`config.mk`:
```
export PLATFORM = sky130hd
export DESIGN_NAME = gray_2_bin_tracker_flat
export DESIGN_NICKNAME = d
export VERILOG_FILES = /design/src/rtl/gray_2_bin_tracker_pkg.sv /design/src/rtl/gray_2_bin_tracker_if.sv /design/src/rtl/gray_2_bin_comb.sv /design/src/rtl/gray_2_bin_tracker.sv /design/src/flat_wrapper.sv
export SDC_FILE = /design/constraint.sdc
export NUM_CORES = 1
export LEC_CHECK = 0
export CORE_MARGIN = 2
export CORE_UTILIZATION = 44
export CTS_CLUSTER_DIAMETER = 150
export DETAILED_ROUTE_END_ITERATION = 7
export PLACE_DENSITY = 0.8
export SETUP_SLACK_MARGIN = 0.1
export SLEW_MARGIN = 5
export SYNTH_ARGS = -nofsm -noshare
export SYNTH_HDL_FRONTEND = slang
export SYNTH_HIERARCHICAL = 1
export SYNTH_SLANG_ARGS = --single-unit
```
`constraint.sdc`:
```
create_clock -name clk -period 1.85 [get_ports clk]
set_input_delay 0.185 -clock clk [delete_from_list [all_inputs] [get_ports clk]]
set_output_delay 0.185 -clock clk [all_outputs]
set_load 0.01 [all_outputs]
```
`src/rtl/gray_2_bin_tracker_pkg.sv`:
```
// Shared types and helpers for the Gray-to-binary tracker: FSM encoding and
// the Hamming-weight function used to classify transitions.
package gray_2_bin_tracker_pkg;

  typedef enum logic {
    ST_EMPTY = 1'b0,
    ST_TRACK = 1'b1
  } state_t;

  localparam int unsigned DEF_WIDTH = 4;
  localparam int unsigned DEF_ERR_W = 8;

  // Callers zero-extend narrower vectors; the extra zero bits add nothing.
  function automatic int unsigned popcount32(input logic [31:0] v);
    int unsigned n;
    n = 0;
    for (int i = 0; i < 32; i++) begin
      n += {31'd0, v[i]};
    end
    return n;
  endfunction

endpackage

```
`src/rtl/gray_2_bin_tracker_if.sv`:
```
// Sample/result bundle between the Gray producer side and the tracker.
// Handshake: g_valid qualifies g for one cycle with no back-pressure; b_valid
// is a one-cycle pulse marking b/delta/step_err as freshly updated.
interface gray_2_bin_tracker_if
  import gray_2_bin_tracker_pkg::*;
#(
  parameter int unsigned WIDTH = DEF_WIDTH,
  parameter int unsigned ERR_W = DEF_ERR_W
);
  logic             g_valid;
  logic [WIDTH-1:0] g;
  logic [WIDTH-1:0] b;
  logic             b_valid;
  logic [WIDTH-1:0] delta;
  logic             step_err;
  logic [ERR_W-1:0] err_count;
  state_t           state;

  modport master (
    output g_valid, g,
    input  b, b_valid, delta, step_err, err_count, state
  );

  modport slave (
    input  g_valid, g,
    output b, b_valid, delta, step_err, err_count, state
  );
endinterface

```
`src/rtl/gray_2_bin_comb.sv`:
```
// Purely combinational Gray-to-binary decode: each binary bit is the XOR of
// all Gray bits at or above its position.
module gray_2_bin_comb #(
  parameter int unsigned WIDTH = 4
) (
  input  logic [WIDTH-1:0] g,
  output logic [WIDTH-1:0] b
);

  for (genvar i = 0; i < WIDTH; i++) begin : g_bit
    assign b[i] = ^g[WIDTH-1:i];
  end

endmodule

```
`src/rtl/gray_2_bin_tracker.sv`:
```
// Decodes a sampled Gray count, registers it, reports the modular step from
// the previous sample and counts illegal (multi-bit) Gray transitions.
module gray_2_bin_tracker
  import gray_2_bin_tracker_pkg::*;
#(
  parameter int unsigned WIDTH = DEF_WIDTH,
  parameter int unsigned ERR_W = DEF_ERR_W
) (
  input logic clk,
  input logic rst,
  gray_2_bin_tracker_if.slave bus
);

  state_t           state_q, state_d;
  logic [WIDTH-1:0] b_q, b_d, b_new;
  logic [WIDTH-1:0] delta_q, delta_d;
  logic [WIDTH-1:0] prev_g_q, prev_g_d;
  logic [ERR_W-1:0] cnt_q, cnt_d;
  logic             bv_q, bv_d;
  logic             err_q, err_d;
  int unsigned      hamming;

  gray_2_bin_comb #(.WIDTH(WIDTH)) u_decode (
    .g (bus.g),
    .b (b_new)
  );

  assign hamming = popcount32(32'(bus.g ^ prev_g_q));

  always_ff @(posedge clk) begin
    if (rst) state_q <= ST_EMPTY;
    else     state_q <= state_d;
  end

  // TRACK is absorbing; only reset returns to EMPTY.
  always_comb begin
    state_d = state_q;
    if (bus.g_valid) state_d = ST_TRACK;
  end

  // b_q doubles as the previous binary value, so no second decoder is needed.
  always_comb begin
    b_d      = b_q;
    delta_d  = delta_q;
    prev_g_d = prev_g_q;
    cnt_d    = cnt_q;
    bv_d     = 1'b0;
    err_d    = 1'b0;
    if (bus.g_valid) begin
      b_d      = b_new;
      bv_d     = 1'b1;
      prev_g_d = bus.g;
      if (state_q == ST_TRACK) begin
        delta_d = b_new - b_q;
        if (hamming >= 2) begin
          err_d = 1'b1;
          if (cnt_q != {ERR_W{1'b1}}) cnt_d = cnt_q + 1'b1;
        end
      end else begin
        delta_d = '0;
      end
    end
  end

  always_ff @(posedge clk) begin
    if (rst) begin
      b_q      <= '0;
      delta_q  <= '0;
      prev_g_q <= '0;
      cnt_q    <= '0;
      bv_q     <= 1'b0;
      err_q    <= 1'b0;
    end else begin
      b_q      <= b_d;
      delta_q  <= delta_d;
      prev_g_q <= prev_g_d;
      cnt_q    <= cnt_d;
      bv_q     <= bv_d;
      err_q    <= err_d;
    end
  end

  assign bus.b         = b_q;
  assign bus.b_valid   = bv_q;
  assign bus.delta     = delta_q;
  assign bus.step_err  = err_q;
  assign bus.err_count = cnt_q;
  assign bus.state     = state_q;

endmodule
```
`src/flat_wrapper.sv`:
```
// flat-port wrapper written by rule: the top's interface ports become plain ports
module gray_2_bin_tracker_flat import gray_2_bin_tracker_pkg::*;
#(
  parameter int unsigned WIDTH = DEF_WIDTH,
  parameter int unsigned ERR_W = DEF_ERR_W
)
  (clk, rst, bus_g_valid, bus_g, bus_b, bus_b_valid, bus_delta, bus_step_err, bus_err_count, bus_state);
  gray_2_bin_tracker_if #(.WIDTH(WIDTH), .ERR_W(ERR_W)) bus_i ();
  input logic clk;
  input logic rst;
  input wire logic [$bits(bus_i.g_valid)-1:0] bus_g_valid;
  input wire logic [$bits(bus_i.g)-1:0] bus_g;
  output wire logic [$bits(bus_i.b)-1:0] bus_b;
  output wire logic [$bits(bus_i.b_valid)-1:0] bus_b_valid;
  output wire logic [$bits(bus_i.delta)-1:0] bus_delta;
  output wire logic [$bits(bus_i.step_err)-1:0] bus_step_err;
  output wire logic [$bits(bus_i.err_count)-1:0] bus_err_count;
  output wire logic [$bits(bus_i.state)-1:0] bus_state;
  assign bus_i.g_valid = bus_g_valid;
  assign bus_i.g = bus_g;
  assign bus_b = bus_i.b;
  assign bus_b_valid = bus_i.b_valid;
  assign bus_delta = bus_i.delta;
  assign bus_step_err = bus_i.step_err;
  assign bus_err_count = bus_i.err_count;
  assign bus_state = bus_i.state;
  gray_2_bin_tracker #(.WIDTH(WIDTH), .ERR_W(ERR_W)) u_core (.clk(clk), .rst(rst), .bus(bus_i));
endmodule
```
# --- Word-level counts from Yosys, hierarchy flattened ---
# Cells that the tools add are included.
op_classes:
  add_sub_neg: 33
  magnitude_cmp: 1
  eq_ne: 1
  muxes: 3
  bitwise_logic: 3
  n_reduce_logical: 5
op_table:
  columns: ["cell", "count"]
  rows:
  - ["$add 32x1->32 const B", 28]
  - ["$add 32x1->32", 2]
  - ["$ge 32x2->1 const B", 1]
  - ["$add 8x1->8 const B", 1]
  - ["$ne 8x8->1 const B", 1]
  - ["$mux 4", 1]
  - ["$reduce_and 4->1", 1]
  - ["$reduce_xor 4->1", 1]
  - ["$sub 4x4->4", 1]
  - ["$xor 4x4->4", 1]
  - ["$reduce_or 3->1", 1]
  - ["$reduce_xor 3->1", 1]
  - ["$add 1x1->2", 1]
  - ["$mux 1", 2]
  - ["$not 1->1", 2]
  - ["$reduce_xor 2->1", 1]
totals:
  ff_bits: 23
  input_bits: 7
  output_inout_bits: 19

# --- Depth between registers and ports, before layout ---
# Gate-level depths: netlist (run 1).
logic_depth:
  ltp_word: 34
  ltp_mapped: 9
  mapped_depth_nobuf: 9

# --- Modules after synthesis ---
# Netlist (run 1), hierarchy kept.
by_module_without_submodules:
  columns: ["mod", "n_inst", "cells_each", "area_per_inst_um2"]
  rows:
  - ["gray_2_bin_tracker", 1, 118, 1094.8]
  - ["gray_2_bin_comb", 1, 5, 50.0]

# --- Worst setup path after synthesis (run 1) ---
# OpenSTA, ideal clock, no wires.
synth_timing:
  path_type: "register to register"
  from: "reg u_core.prev_g_q[1]"
  to: "reg u_core.cnt_q[4], in the netlist u_core/bus.err_count[4]"
  setup_ns: 0.070
  arrival_ns: 1.909
  required_ns: 1.780
  slack_ns: -0.129
  path_stages_with_launch: 7
  n_path_buf: 0
  period_less_slack_ns: 1.979
  cell_sequence: "dfxtp_1 xnor2_1 fa_1 nand3b_1 o22a_4 or4_1 a21oi_1"
synth_via:
  elab_chain_len: 34
synth_lines:
  columns: ["element", "line_no", "text"]
  rows:
  - ["from (decl)", "gray_2_bin_tracker.sv:17", "logic [WIDTH-1:0] prev_g_q, prev_g_d;"]
  - ["from (signal assigned)", "gray_2_bin_tracker.sv:76", "prev_g_q <= prev_g_d;"]
  - ["$xor 4x4->4", "gray_2_bin_tracker.sv:28", "assign hamming = popcount32(32'(bus.g ^ prev_g_q));"]
  - ["$add 1x1->2", "gray_2_bin_tracker_pkg.sv:18", "n += {31'd0, v[i]};"]
  - ["$add 32x1->32 (30 in series)", "gray_2_bin_tracker_pkg.sv:18", null]
  - ["$ge 32x2->1", "gray_2_bin_tracker.sv:55", "if (hamming >= 2) begin"]
  - ["$reduce_and 4->1 (no line)", null, null]
  - ["to (signal assigned)", "gray_2_bin_tracker.sv:77", "cnt_q <= cnt_d;"]
  - ["to (decl)", "gray_2_bin_tracker.sv:18", "logic [ERR_W-1:0] cnt_q, cnt_d;"]
# Every way passes these cells.
# A chain may end at the register's enable or synchronous reset.

# --- Final worst setup path (run 1) ---
layout_timing:
  from: "reg u_core.prev_g_q[1]"
  to: "reg u_core.cnt_q[7], in the netlist u_core/bus.err_count[7]"
# Same word-level chain as after synthesis.

==> impl.org, run 1 <==
** Outcome
- Status :: finished with violations
- Violated checks :: negative setup slack

** Die
- Num rows :: 18
- Total core area :: 0.002477 mm2
- Top-level port count :: 26
- Die outline width :: roughly 55 um
- The die covers 0.003026 mm2.
- The initial utilization of the core area, before any placement, comes to 46.21%.
- The floorplan step set the die height to between 50 and 60 um.

** STA
- The smallest clock period supported by the final layout is computed as about 2.1 ns.
- Final Hold Viols :: 0
- Adding up every negative setup slack in the final design gives -1.314 ns.
- Dividing the final minimum period by the clock period gives 113.3%.
- Headroom to the max-slew limit :: 63.25%
- Worst slack on hold paths :: between 0.3 and 0.4 ns
- Worst Skew :: 0.007474 ns
- Slew at the pin with the worst max-slew slack :: 0.5492 ns
- Setup repair after global routing missed its margin :: true
- Final critical-path setup slack :: -0.2455 ns
- For this run, the top clock speed supported by timing is 477.2 MHz.
- Final max-slew violation count :: 0
- Total of endpoints with negative setup slack in the final report :: 8

** Drt
- After detailed routing, the average wire length per cell comes to roughly 14 um.
- For this block, the via count after detailed routing is 1045.
- In the routed design, unresolved DRC markers number 0.
- The first detailed-routing pass ran for 4 iterations.
- Wires add up to 2.799 mm.
- Number of DRC markers after the initial detailed-route iteration :: 21
- Via count normalized by instance count :: ~5.3
- Once detail routing completed, the nets flagged for antenna violations numbered 0.

** Pwr
- Power spread over the standard cell area amounts to 658.2 mW/mm2.
- Across the VDD grid, the largest voltage drop is 519.8 uV.
- Lkg Pwr :: 0.6386 nW

** Final layout
- At the end of the flow, the number of nets in the layout was 180.
- The area growth from synthesis to layout is 45.46%.
- Final instance count without filler cells :: approximately 200
- 0 antenna diodes ended up in the layout.
- In the layout the commonest cells are 21 x clkdlybuf4s50_1, 21 x dfxtp_1, 16 x nor2_1, 15 x buf_4.
- Fraction of final layout cells with drive strength greater than 1 :: between 20% and 30%

** Logic synthesis
- Counting every net in the synthesized netlist gives 136.
- Synthesized area divided by synthesized cell count :: 9.308 um2
- During synthesis, Yosys emitted a total of 6 warnings.
- The share of the Yosys chip area taken by registers is around 40%.
- Synth unique cells :: 32
- Counting flops and latches in the post-synthesis netlist gives 23.
- The cell count after synthesis came out at 123.
- The cell area that synthesis handed to floorplanning was around 0.0011 mm2.

** Clock tree
- CTS built an H-tree with a depth of 1.
- Clock tree from TritonCTS :: yes
- Clock slew at reported path FFs :: 0.13 ns
- Later-pin clock latency in the skew report :: 0.32 ns
- Sinks on the clock net :: 23
- Total of hold buffers inserted after clock tree synthesis :: 0
- Maximum clock path buffer count :: 2
- Counting the buffers created by CTS gives 3.
- The tree is rooted in a clkbuf_4.

** GRT
- Entering global routing, the biggest net connects 14 pins.
- Vias in the first global route :: 978
- The first global-routing pass estimated between 4 and 5 mm of wire.
- The initial antenna violation count is 0.
- Global route overflow :: 0
- For this run, the total global-route usage over all layers was measured as between 15 and 20%.

** Placement
- During placement, the flow inserted port buffers numbering 25.
- Final HPWL from detailed placement :: between 1.5 and 2 mm
- Setup Slack @ Placement :: -0.5968 ns
- Once placement completed, the tool counted placed cells totaling 186.
- At the end of routability-driven placement, the weighted congestion stood at 0.7998.

** Setup path
- CP max-delay cell :: or4_1
- Walking the worst path, the cells encountered are xnor2_1 -> fa_1 -> nand3b_1 -> o22a_4 -> or4_1 -> a21oi_1.
- Data arrives at the worst endpoint at 2.35 ns.
- Worst-path fanout max :: 6
- The worst setup path is captured at a flop.
- Req. time, crit path :: ~2.1 ns
- Startpoint types :: flop
- On the worst path, the slowest cell contributes a delay of 0.47 ns.
- The worst setup path is of the flop to flop kind.

** Run
- Maximum capacitance violations :: 0

** Min path
- The worst hold path belongs to the class primary input to flop.
## path summary, 6_finish.rpt
check                                    startpoint                      end  slack [ns]  depth (start not counted)
worst max-delay path             u_core/prev_g_q[1]  u_core/bus.err_count[7]       -0.25                          6
worst min-delay path                       bus_g[3]       u_core/prev_g_q[3]        0.31                          4
worst max register to register   u_core/prev_g_q[1]  u_core/bus.err_count[7]       -0.25                          6
worst min register to register  u_core/bus.delta[2]      u_core/bus.delta[2]        0.49                          2
## state kept, by name (all words and copies together), names as in the netlist
register,cells
u_core/prev_g_q,4
u_core/bus.step_err,1
u_core/bus.state,1
u_core/bus.err_count,8
u_core/bus.delta,4
u_core/bus.b_valid,1
u_core/bus.b,4
## final cells by class
class | instances | area, um2
Sequential cell | 23 | 462.9
Timing Repair Buffer | 44 | 400.4
Clock buffer | 4 | 26.28
Multi-Input combinational cell | 87 | 708.2
Fill cell | 219 | 812.0
Inverter | 8 | 30.03
Tap cell | 30 | 37.54
## cell families after synthesis
family / Yosys count / synth area share [%]
muxes: 9 / 7.978
and+or+nand+nor: 39 / 16.50
xor gates and xnor gates: 10 / 8.307
buffers and inverters: 14 / 5.137
DFF: 23 / 40.22
AOI/OAI and AO/OA: 22 / 13.99
adders and majority gates: 6 / 7.869
## synthesized netlist by cell type
cell	instances	share of area, %
nand4_1	2	1.1
or2_2	1	0.55
o41ai_1	3	2.3
xnor2_1	7	5.4
xor2_1	2	1.5
mux2_1	1	0.98
or4_1	3	2.0
clkbuf_1	3	0.98
dfxtp_1	23	40
fa_1	2	3.5
mux2i_1	8	7.0
a21oi_1	7	3.1
nand3b_1	1	0.66
o21ai_0	2	0.87
nand2_2	1	0.55
buf_4	1	0.66
o2111ai_1	1	0.77
xor2_2	1	1.4
nor2_1	16	5.2
o21a_1	1	0.66
inv_1	8	2.6
buf_2	2	0.87
nor3_1	2	0.87
nand3_1	6	2.6
or3_1	1	0.55
o31ai_1	3	2.0
o311ai_0	2	1.5
nor2b_1	2	1.1
o211ai_1	2	1.3
ha_1	4	4.4
nand2_1	4	1.3
o22a_4	1	1.5
## metal layers
layer / up-vias / track usage [%] / wire (um)
li1: 525 / - / -
met5: - / 0 / 0
met2: 24 / 34.33 / 1443
met4: 0 / 11.38 / 53
met1: 492 / 23.22 / 1202
met3: 4 / 3.495 / 100
## what timing repair did
action                     in CTS  in global routing
buffers inserted                4                  1
pin swaps                       6                  5
resized for setup              11                 12
gates cloned                    1                  0
setup endpoints to repair      11                 12
## metrics by stage
stage                     utilization, %  cell area [um2]   power, W
after floorplan                        -             1155  0.0006910
after detailed placement           61.26             1518  0.0008133
final                              67.22             1665   0.001096
after global routing               67.22             1665   0.001141
after global placement             61.26             1518  0.0007998
after CTS                          65.30             1618   0.001071
## where the power goes
part,switching (W),internal [W]
logic,0.000146,0.000170
clock network,0.000157,0.0000843
registers,0.0000186,0.000520
total,0.000321,0.000775
## worst max-delay path: cells and delay by family (launching register included)
family,cells,cell delay (ns)
fa+ha+maj,1,0.44
xor+xnor,1,0.18
simple gates,2,0.69
flops,1,0.35
compound gates,2,0.38
Power figures use the tool's default switching activity.
==> run 2: changes to the inputs <==
--- a/config.mk
+++ b/config.mk
@@ -9,7 +9,9 @@
 export CORE_UTILIZATION = 44
 export CTS_CLUSTER_DIAMETER = 150
 export DETAILED_ROUTE_END_ITERATION = 7
+export GPL_TIMING_DRIVEN = 0
 export PLACE_DENSITY = 0.8
+export RECOVER_POWER = 50
 export SETUP_SLACK_MARGIN = 0.1
 export SLEW_MARGIN = 5
 export SYNTH_ARGS = -nofsm -noshare
==> impl.org, run 2 (synthesis gave the netlist of run 1 again) <==
** Placement
- The worst slack at placement is -0.7303 ns (-0.1336 ns).
- Final HPWL from detailed placement :: 1.845 mm (-4.6%)
- Post-place instance area :: 0.001433 mm2 (-5.6%)
- Input/output buffers :: 24 (-4.0%)
- Routability Congestion :: 0.7457 (-6.8%)

** Die
- Die extent in y :: 55.01 um (unchanged)
- Starting density of the core :: 46.21% (unchanged)
- Die outline width :: 55.01 um (unchanged)
- The die outline area is 0.003026 mm2 (unchanged).
- Total core area :: 0.002477 mm2 (unchanged)
- Top-level port count :: 26 (unchanged)
- Num rows :: 18 (unchanged)

** Final layout
- In the layout the commonest cells are 21 x dfxtp_1, 16 x nor2_1, 15 x dlygate4sd3_1, 8 x inv_1, 8 x mux2i_1.
- The area growth from synthesis to layout is 37.16%.
- Fraction of final layout cells with drive strength greater than 1 :: 18.54% (-5.0 points)
- Number of flip-flops in the largest register :: 8 (unchanged)
- Post-layout net count :: 165 (-8.3%)
- Finished layout cell area :: 0.001570 mm2 (-5.7%)
- Number of antenna diodes :: 0 (unchanged)
- Most common library cell in the layout ignoring fill and taps :: dfxtp_1
- Layout Utilization :: 63.38% (-3.8 points)

** Clock tree
- The CTS buffer count is 3 (unchanged).
- The clock-pin slew on the worst setup and hold paths came to 0.13 ns (about the same).
- The number of sinks on the clock net is 23 (unchanged).
- The H-tree depth reported by CTS came to 1 (unchanged).
- The latest clock arrival within the worst-skew pair was 0.30 ns (-0.02 ns).
- Maximum clock path buffer count :: 2 (unchanged)
- Buffer cell driving the clock tree root :: clkbuf_4
- The hold buffer count at CTS was 0 (unchanged).
- Clock tree from TritonCTS :: yes

** GRT
- Largest net degree at the start of global routing :: 14 (unchanged)
- The initial antenna violation count is 0 (unchanged).
- The number of global-route vias before repair is 892 (-8.8%).
- The global-route usage over all layers was 18.41% (-1.6 points).
- The leftover overflow at the end of global routing is 0 (unchanged).
- First-pass GRT wire length :: 3.946 mm (-8.2%)

** Setup path
- STA classifies the critical path startpoint as a flop.
- The worst register-to-register path ends at u_core/bus.err_count[5].
- The buffering stage count on the worst path with inverters included came to 0 (unchanged).
- Minimum setup slack among reg-to-reg paths :: -0.27 ns (-0.02 ns)
- The logic depth of the worst setup path including buffers is 6 (unchanged).
- Worst setup endpoint :: u_core/bus.err_count[5]
- By startpoint and endpoint, the worst setup path is classified as flop to flop.
- On the critical path, the stage with the largest delay is an instance of fa_1.
- Category of the worst setup path capture point :: flop
- Length in cells of the worst reg-to-reg path :: 6 (unchanged)
- The critical path goes through xnor2_2 -> fa_1 -> nand3b_1 -> o22a_4 -> nor3_1 -> mux2_1.
- Dominant delay contributor by cell family on the critical path :: adder cells
- Arrival time at the worst endpoint :: 2.32 ns (-0.03 ns)
- Worst-path fanout max :: 7 (+1)
- Setup crit start :: u_core/prev_g_q[1]
- Req. time, crit path :: 2.06 ns (-0.04 ns)
- Origin of the critical flop-to-flop path :: u_core/prev_g_q[1]
- Maximum single-stage delay on the critical path :: 0.44 ns (-0.03 ns)

** Drt
- The iteration count of the initial detailed-routing pass came to 4 (unchanged).
- Number of antenna-violating nets in the routed design :: 0 (unchanged)
- Final wirelength :: 2.623 mm (-6.3%)
- The final routed wire length divided by cell count is 14.49 um (+1.5%).
- The via count of the routed design is 980 (-6.2%).
- Via count normalized by instance count :: 5.414 (+1.6%)
- Number of DRC markers after the initial detailed-route iteration :: 6 (-71%)
- Remaining design rule violation count :: 0 (unchanged)

** STA
- Final max-slew violation count :: 0 (unchanged)
- Slew at the pin with the worst max-slew slack :: 0.6020 ns (+0.05282 ns)
- The hold violation count in the final report was 0 (unchanged).
- The sum of negative setup slack came to -1.252 ns (+0.06234 ns).
- The final period utilization came to 114.5% (+1.2 points).
- The worst-case headroom to the max-slew limit was 59.87% (-3.4 points).
- The number of failing setup endpoints in the final timing report is 8 (unchanged).
- Final critical-path setup slack :: -0.2676 ns (-0.02208 ns)
- The minimum clock period after layout was 2.118 ns (+0.02208 ns).
- Worst Skew :: 0.002881 ns (-0.004594 ns)
- Setup repair after global routing missed its margin :: true
- The highest clock rate is 472.2 MHz (-1.0%).

** Pwr
- Total power divided by cell area :: 644.3 mW/mm2 (-2.1%)
- Design Power :: 0.001012 W (-7.7%)
- The maximum ir drop on the vdd rail is 446.4 uV (-14%).
- The static leakage is 0.6203 nW (-2.9%).

** Outcome
- Violated checks :: negative setup slack
- Status :: finished with violations

** Min path
- In this run the most critical hold path is launched from bus_g_valid.
- The path class of the tightest hold or removal check is primary input to flop.

** Run
- Maximum capacitance violations :: 0 (unchanged)
-- run 2: cell types whose count changed in the layout (fill, tap and decap cells not counted), sizes merged --
cell and change:
clkinv +1, buf -15, clkdlybuf4s50 -16, clkbuf +1, dlygate4sd3 +15, dlymetal6s2s +1
clkdlybuf4s15 -1, o22a -1
-- run 2: per-layer routing --
metal,part of all wire (%),wire [um],global-route usage [%]
met5,0,0,0
met4,0.57,15,6.098
met3,3.4,90,2.419
met2,53,1391,32.94
met1,43,1126,22.63
-- run 2: metrics by stage --
step,hold WS [ns],cells
after floorplan,0.2919,123
after global placement,0.4415,177
after detailed placement,0.4448,177
after CTS,0.2061,181
after global routing,0.2305,181
final,0.2237,181
-- run 2: what timing repair did --
item / 4_1_cts / 5_1_grt
pin swaps: 1 / 4
hold endpoints to repair: 0 / 0
buffers inserted: 0 / 0
resized for setup: 11 / 17
endpoints found under the setup margin: 12 / 12
-- run 2: tightest hold or removal path: stages --
cell     delay [ns]
buf_2          0.15
mux2i_1        0.09
nor2_1         0.07
-- run 2: how the worst min path moves through the flow --
stage | cells past startpoint | slack, ns | endpoint
global placement | 2 | 0.44 | u_core/bus.delta[1]
floorplan | 1 | 0.29 | u_core/bus.err_count[1]
detailed placement | 2 | 0.44 | u_core/bus.delta[1]
global route | 3 | 0.23 | u_core/bus.b[0]
CTS | 3 | 0.21 | u_core/bus.b[0]
finish | 3 | 0.22 | u_core/bus.b[0]
-- run 2: layout make-up --
| cell class | instances | area, um2 |
|---|---|---|
| multi-input cells | 86 | 737.0 |
| plain buffers | 6 | 40.04 |
| fillers | 228 | 907.1 |
| repair buffers | 24 | 235.2 |
| inverters | 8 | 30.03 |
| well taps | 30 | 37.54 |
| clock buffers | 3 | 22.52 |
| clock inverters | 1 | 5.005 |
| flip-flops and latches | 23 | 462.9 |
-- run 2: report_power, final --
group	switching, W	leakage [nW]	internal, W
clock	0.000148	0.0177	0.0000806
sequential	0.0000198	0.189	0.000520
combinational	0.000125	0.414	0.000118
==> run 3: changes to the inputs <==
--- a/config.mk
+++ b/config.mk
@@ -8,6 +8,7 @@
 export CORE_MARGIN = 2
 export CORE_UTILIZATION = 44
 export CTS_CLUSTER_DIAMETER = 150
+export CTS_CLUSTER_SIZE = 40
 export DETAILED_ROUTE_END_ITERATION = 7
 export GPL_TIMING_DRIVEN = 0
 export PLACE_DENSITY = 0.8
==> results of run 3 <==
The final DEF is identical to that of run 2; final timing and power are the same.
